--- src/rtl/counter_updown_sync.sv ---
// Synchronous parametrised up/down counter with wrap or saturate at the range ends,
// a sticky overflow/underflow flag and active-low terminal-count outputs that
// cascade straight into the count strobes of the next stage.
//
// Ports:
//   clk   in   system clock, all state updates on the rising edge
//   reset in   synchronous active-high reset (q=0, ovf=0)
//   clr   in   synchronous clear, active high (q=0, ovf=0)
//   npl   in   synchronous parallel load, active low (q=p clamped to MAX)
//   p     in   parallel load value, only looked at while npl=0
//   ncu   in   count-up request, active low
//   ncd   in   count-down request, active low
//   q     out  registered counter value, range 0..MODULUS-1
//   ntcu  out  terminal count up, active low, combinational
//   ntcd  out  terminal count down, active low, combinational
//   ovf   out  sticky wrap/saturation event flag, registered
module counter_updown_sync #(
  parameter int unsigned WIDTH    = 4,
  parameter int unsigned MODULUS  = 16,
  parameter bit          SATURATE = 1'b0
) (
  input  logic             clk,
  input  logic             reset,
  input  logic             clr,
  input  logic             npl,
  input  logic [WIDTH-1:0] p,
  input  logic             ncu,
  input  logic             ncd,
  output logic [WIDTH-1:0] q,
  output logic             ntcu,
  output logic             ntcd,
  output logic             ovf
);

  localparam logic [WIDTH-1:0] Max = WIDTH'(MODULUS - 1);

  logic [WIDTH-1:0] count_q, count_d;
  logic             ovf_q, ovf_d;
  logic             up, dn, at_max, at_min, busy;

  // Exactly one strobe asserted means a count; both or neither means hold.
  assign up     = ~ncu & ncd;
  assign dn     = ncu & ~ncd;
  assign at_max = (count_q == Max);
  assign at_min = (count_q == '0);
  // A clear, load or reset in progress must not let a cascaded stage step.
  assign busy   = reset | clr | ~npl;

  always_comb begin
    count_d = count_q;
    ovf_d   = ovf_q;
    if (clr) begin
      count_d = '0;
      ovf_d   = 1'b0;
    end else if (!npl) begin
      count_d = (p > Max) ? Max : p;
    end else if (up) begin
      if (at_max) begin
        ovf_d = 1'b1;
        if (!SATURATE) count_d = '0;
      end else begin
        count_d = count_q + 1'b1;
      end
    end else if (dn) begin
      if (at_min) begin
        ovf_d = 1'b1;
        if (!SATURATE) count_d = Max;
      end else begin
        count_d = count_q - 1'b1;
      end
    end
  end

  always_ff @(posedge clk) begin
    if (reset) begin
      count_q <= '0;
      ovf_q   <= 1'b0;
    end else begin
      count_q <= count_d;
      ovf_q   <= ovf_d;
    end
  end

  assign q    = count_q;
  assign ovf  = ovf_q;
  assign ntcu = ~(at_max & up & ~busy);
  assign ntcd = ~(at_min & dn & ~busy);

endmodule
--- config.mk ---
export PLATFORM = sky130hd
export DESIGN_NAME = counter_updown_sync
export DESIGN_NICKNAME = d
export VERILOG_FILES = /design/src/rtl/counter_updown_sync.sv
export SDC_FILE = /design/constraint.sdc
export NUM_CORES = 1
export LEC_CHECK = 0
export BUFFER_PORTS_ARGS = -buffer_cell sky130_fd_sc_hd__buf_2
export CELL_PAD_IN_SITES_DETAIL_PLACEMENT = 1
export CELL_PAD_IN_SITES_GLOBAL_PLACEMENT = 1
export CORE_AREA = 2 2 42 44
export DETAILED_ROUTE_END_ITERATION = 8
export DIE_AREA = 0 0 44 46
export PLACE_DENSITY_LB_ADDON = 0.1
export SLEW_MARGIN = 20
export SYNTH_ARGS = -nofsm -noshare
export SYNTH_HDL_FRONTEND = slang
export SYNTH_SLANG_ARGS = --single-unit
--- constraint.sdc ---
create_clock -name clk -period 1.3 [get_ports clk]
set_input_delay 0.065 -clock clk [delete_from_list [all_inputs] [get_ports clk]]
set_output_delay 0.065 -clock clk [all_outputs]
set_load 0.02 [all_outputs]
# Word-level counts from Yosys, hierarchy flattened
# Index checks and enable logic that the tools add are counted.
# totals
output_inout_bits	7
ff_bits	5
inputBits	10
word_cells	37
# op_classes
bitwise	14
n_lt_le_gt_ge	1
n_reduce_logical	5
addsub	2
eq_ne	3
mux	10
# op_table
op	count
$mux 4	6
$and 1x1->1	6
$not 1->1	6
$add 4x1->4 const B	1
$eq 4x4->1 const B	1
$gt 4x4->1 const B	1
$logic_not 4->1	1
$mux 1	4
$reduce_and 4->1	1
$reduce_bool 2->1	2
$sub 4x1->4 const B	1
$ne 3x1->1 const B	1
$ne 2x1->1 const B	1
$or 1x1->1	2
$reduce_or 2->1	1

# Longest topological paths before layout
# depth
depth_word	5
mapped_depth	7
mapped_depth_nobuf	6

# Least setup slack after synthesis
# No wires, ideal clock.
# synth_path
kind	register -> register
start	reg count_q[0], in the netlist q[0]
end	reg count_q[1], in the netlist q[1]
slack_ps	-327
required_ps	1185
stages_incl_launch_ff	6
setup_time_ps	115
synth_period_minus_slack_ps	1627
arrival_ps	1512
path_cell_list	dfxtp_1 inv_1 ha_1 a211oi_1 a21oi_1 a2111oi_0
# synth_between
elab_chain_len	5
# synth_rtl
item	line_no	rtl
start, declared	37	logic [WIDTH-1:0] count_q, count_d;
start signal, assigned	79	count_q <= count_d;
$sub 4x1->4 or $logic_not 4->1 (tied branches)	69, 45	
$mux 4	65	if (at_min) begin
$mux 4	64	end else if (dn) begin
$mux 4 *	57	end else if (up) begin
$mux 4 *	55	end else if (!npl) begin
# Every way passes the cells marked *; elsewhere a longest branch is shown, timed or not. The select of a mux whose other input is x is not followed.
# A chain may end at the register's enable or synchronous reset.

# Worst setup path in the final report
# layout_path
start	reg count_q[0], in the netlist q[0]
end	reg count_q[3], in the netlist q[3]
# The elaborated chain is that of the path after synthesis.

==> impl_metrics.toml <==
[run_status]
outcome = "finished with violations"
violations = "setup timing"

[layout]
fin_nets = 106
final_common_cell = "buf_4"
fin_util_pct = 48.4
final_cell_mix = "20 x buf_4, 15 x buf_2, 6 x nor2_1"
area_growth_syn_to_layout_pct = 88.0
drive_gt1_share_pct = 61.5
n_antenna_cell = 0
fillCellCount = 207

[clock_tree]
cts_buffers = 3
clk_path_buf_depth = 2
cts_tree = "built"
clk_pin_slew_ns = 0.05
cts_root_buf = "clkbuf_4"
htree_levels = 1
clock-sinks = 5
clk_latency_ns = 0.26

[drt]
drt-initial-drc-count = 6
drc = 0
firstDrtPassIters = 4
drtAntennaViolNets = 0
viasPerCell = 5.03
drt-total-wl_mm = 1.51
post_drt_wl_per_cell_um = 13.9
vias = 543

[logic_synthesis]
syn-cell-area_um2 = 415
syn_area_per_cell_um2 = 7.99
syn_inst = 52
synth_cell_types = 28
synthesis.nets = 66
seq_area_frac_synth_pct = 24.1
synth-seq-cells = 5
yosys_warnings = 0

[grt]
first_global_vias = 544
grt_pass1_wl_mm = 2.45
track_usage_pct = 17.0
grt_max_degree = 11
grt_busiest_layer = "met2"
met2_usage_pct = 27.4
met3_usage_pct = 3.57
grt_use_met1_pct = 21.0
grt-ovfl-total = 0
antenna_found_initial = 0

[worst_setup_path]
worst_setup_path_end_kind = "flop"
critPathLaunchType = "flop"
worst_ep_required_time_ns = 1.45
crit_arrival_ns = 1.58
regToRegStartpoint = "q[0]$_SDFFE_PP0P_"
crit_fanout = 4
r2r-end = "q[3]$_SDFFE_PP0P_"
worstSetupPathType = "flop to flop"
rrSetupSlack_ns = -0.13
r2r_cells = 4

[timing]
relSlewSlack_pct = 78.8
report.final.slew_viol_count = 0
clock.fmax_mhz = 697
final.min_clock_period_ns = 1.43
setup_total_negative_slack_ns = -0.379
rsz0062_at_grt = "yes"
finalHoldViolCount = 0
tightest_slew_ns = 0.318
skew_ns = 0.000343
hold_ws_ns = 0.0406
period_share_pct = 110
setup_viol = 6
worst_slack_ns = -0.134

[min_path]
hp-class = "input port to flop"
worstHoldEndpoint = "q[2]$_SDFFE_PP0P_"
holdPathStages = 3
holdCritStartpoint = "p[2]"

[floorplan]
core_area_um2 = 1610
ios = 17
row_count = 15
initial_core_util_pct = 25.7
fp.dieW_um = 44
die-area_um2 = 2020
die_h_um = 46

[place]
place_ws_ns = -0.169
gp_congestion = 0.738
dp_hpwl_mm = 1.11
port-buffer-count = 16

[flow_run]
cap_violations = 0

[pwr]
vdd_drop_max_uv = 431
p_per_area_nw_per_um2 = 736
leakage_nw = 0.368
## registers in the layout (all words and copies together) (netlist names)
register / count
ovf: 1
q: 4
## worst max-delay path, cell delays in order, from the launching register on
cell and delay (ns):
dfxtp_4 0.35, or4b_4 0.53, a221oi_2 0.24, a31o_1 0.14
a21oi_2 0.05
## logic make-up after synthesis
| logic type | synth area share, % |
|---|---|
| AO/OA/AOI/OAI | 30.1 |
| XOR/XNOR | 2.11 |
| adder cells (fa/ha/maj) | 12.0 |
| buffers and inverters | 6.62 |
| flip-flops | 24.1 |
| AND/OR/NAND/NOR | 25.0 |
## through the flow
step / total power, mW / instance area, µm² / std cells
after floorplan: 0.252 / 424 / 52
after global placement: 0.328 / 637 / 99
after detailed placement: 0.329 / 637 / 99
after CTS: 0.559 / 761 / 106
after global routing: 0.606 / 781 / 108
final: 0.575 / 781 / 108
## timing repair
item | 4_1_cts | 5_1_grt
buffers inserted | 1 | 2
hold buffers | 2 | 0
pin swaps | 6 | 5
endpoints found under the setup margin | 7 | 7
hold endpoints to repair | 1 | 0
resized for setup | 15 | 3
## report_power, final
group          switching [mW]  total [mW]  internal, mW
Sequential            0.00887       0.169         0.160
Clock                  0.0873       0.205         0.118
Combinational          0.0939       0.201         0.108
Total                   0.190       0.575         0.385
## synthesized netlist by cell type
cell,count,area share [%]
a211oi_1,1,1.8
a21oi_2,1,2.1
a22oi_1,2,3.6
a221oi_2,1,3.6
or4_1,1,1.8
or4b_1,1,2.4
nand2_1,1,0.90
o21ai_0,3,3.6
dfxtp_1,5,24
nor2b_1,1,1.5
a2111oi_0,1,2.1
a21oi_1,3,3.6
nor2_1,6,5.4
nand3b_1,2,3.6
o21a_1,1,1.8
nor3b_1,2,3.6
ha_1,4,12
and3_1,1,1.5
o31ai_1,1,1.8
a31o_1,1,2.1
nand4_1,2,3.0
buf_2,1,1.2
o22a_1,1,2.1
xnor2_1,1,2.1
o21bai_1,1,1.8
inv_1,5,4.5
nor3_1,1,1.2
buf_1,1,0.90
## worst max-delay path by stage
stage / slack [ns] / startpoint / depth (start not counted) / endpoint
6_report: -0.13 / q[0]$_SDFFE_PP0P_ / 4 / q[3]$_SDFFE_PP0P_
5_1_grt: -0.19 / q[0]$_SDFFE_PP0P_ / 4 / q[3]$_SDFFE_PP0P_
4_1_cts: -0.13 / q[0]$_SDFFE_PP0P_ / 4 / q[3]$_SDFFE_PP0P_
3_5_place_dp: -0.17 / q[0]$_SDFFE_PP0P_ / 6 / q[0]$_SDFFE_PP0P_
3_3_place_gp: -0.20 / q[0]$_SDFFE_PP0P_ / 6 / q[0]$_SDFFE_PP0P_
2_1_floorplan: -0.13 / q[0]$_SDFFE_PP0P_ / 4 / q[3]$_SDFFE_PP0P_
## layer usage
metal	share of wire [%]	vias up
li1	-	272
met1	43	250
met2	50	16
met3	4.7	5
met4	2.3	0
met5	0	-
## cell type report
cell class                 count  area (µm²)  area share (%)
clock buffer                   4        26.3            3.37
inverter                       5        18.8            2.40
multi-input combinational     40         360            46.2
sequential                     5         109            13.9
tap                           17        21.3            2.72
timing repair buffer          37         245            31.4
(Power assumes the default switching activity.)
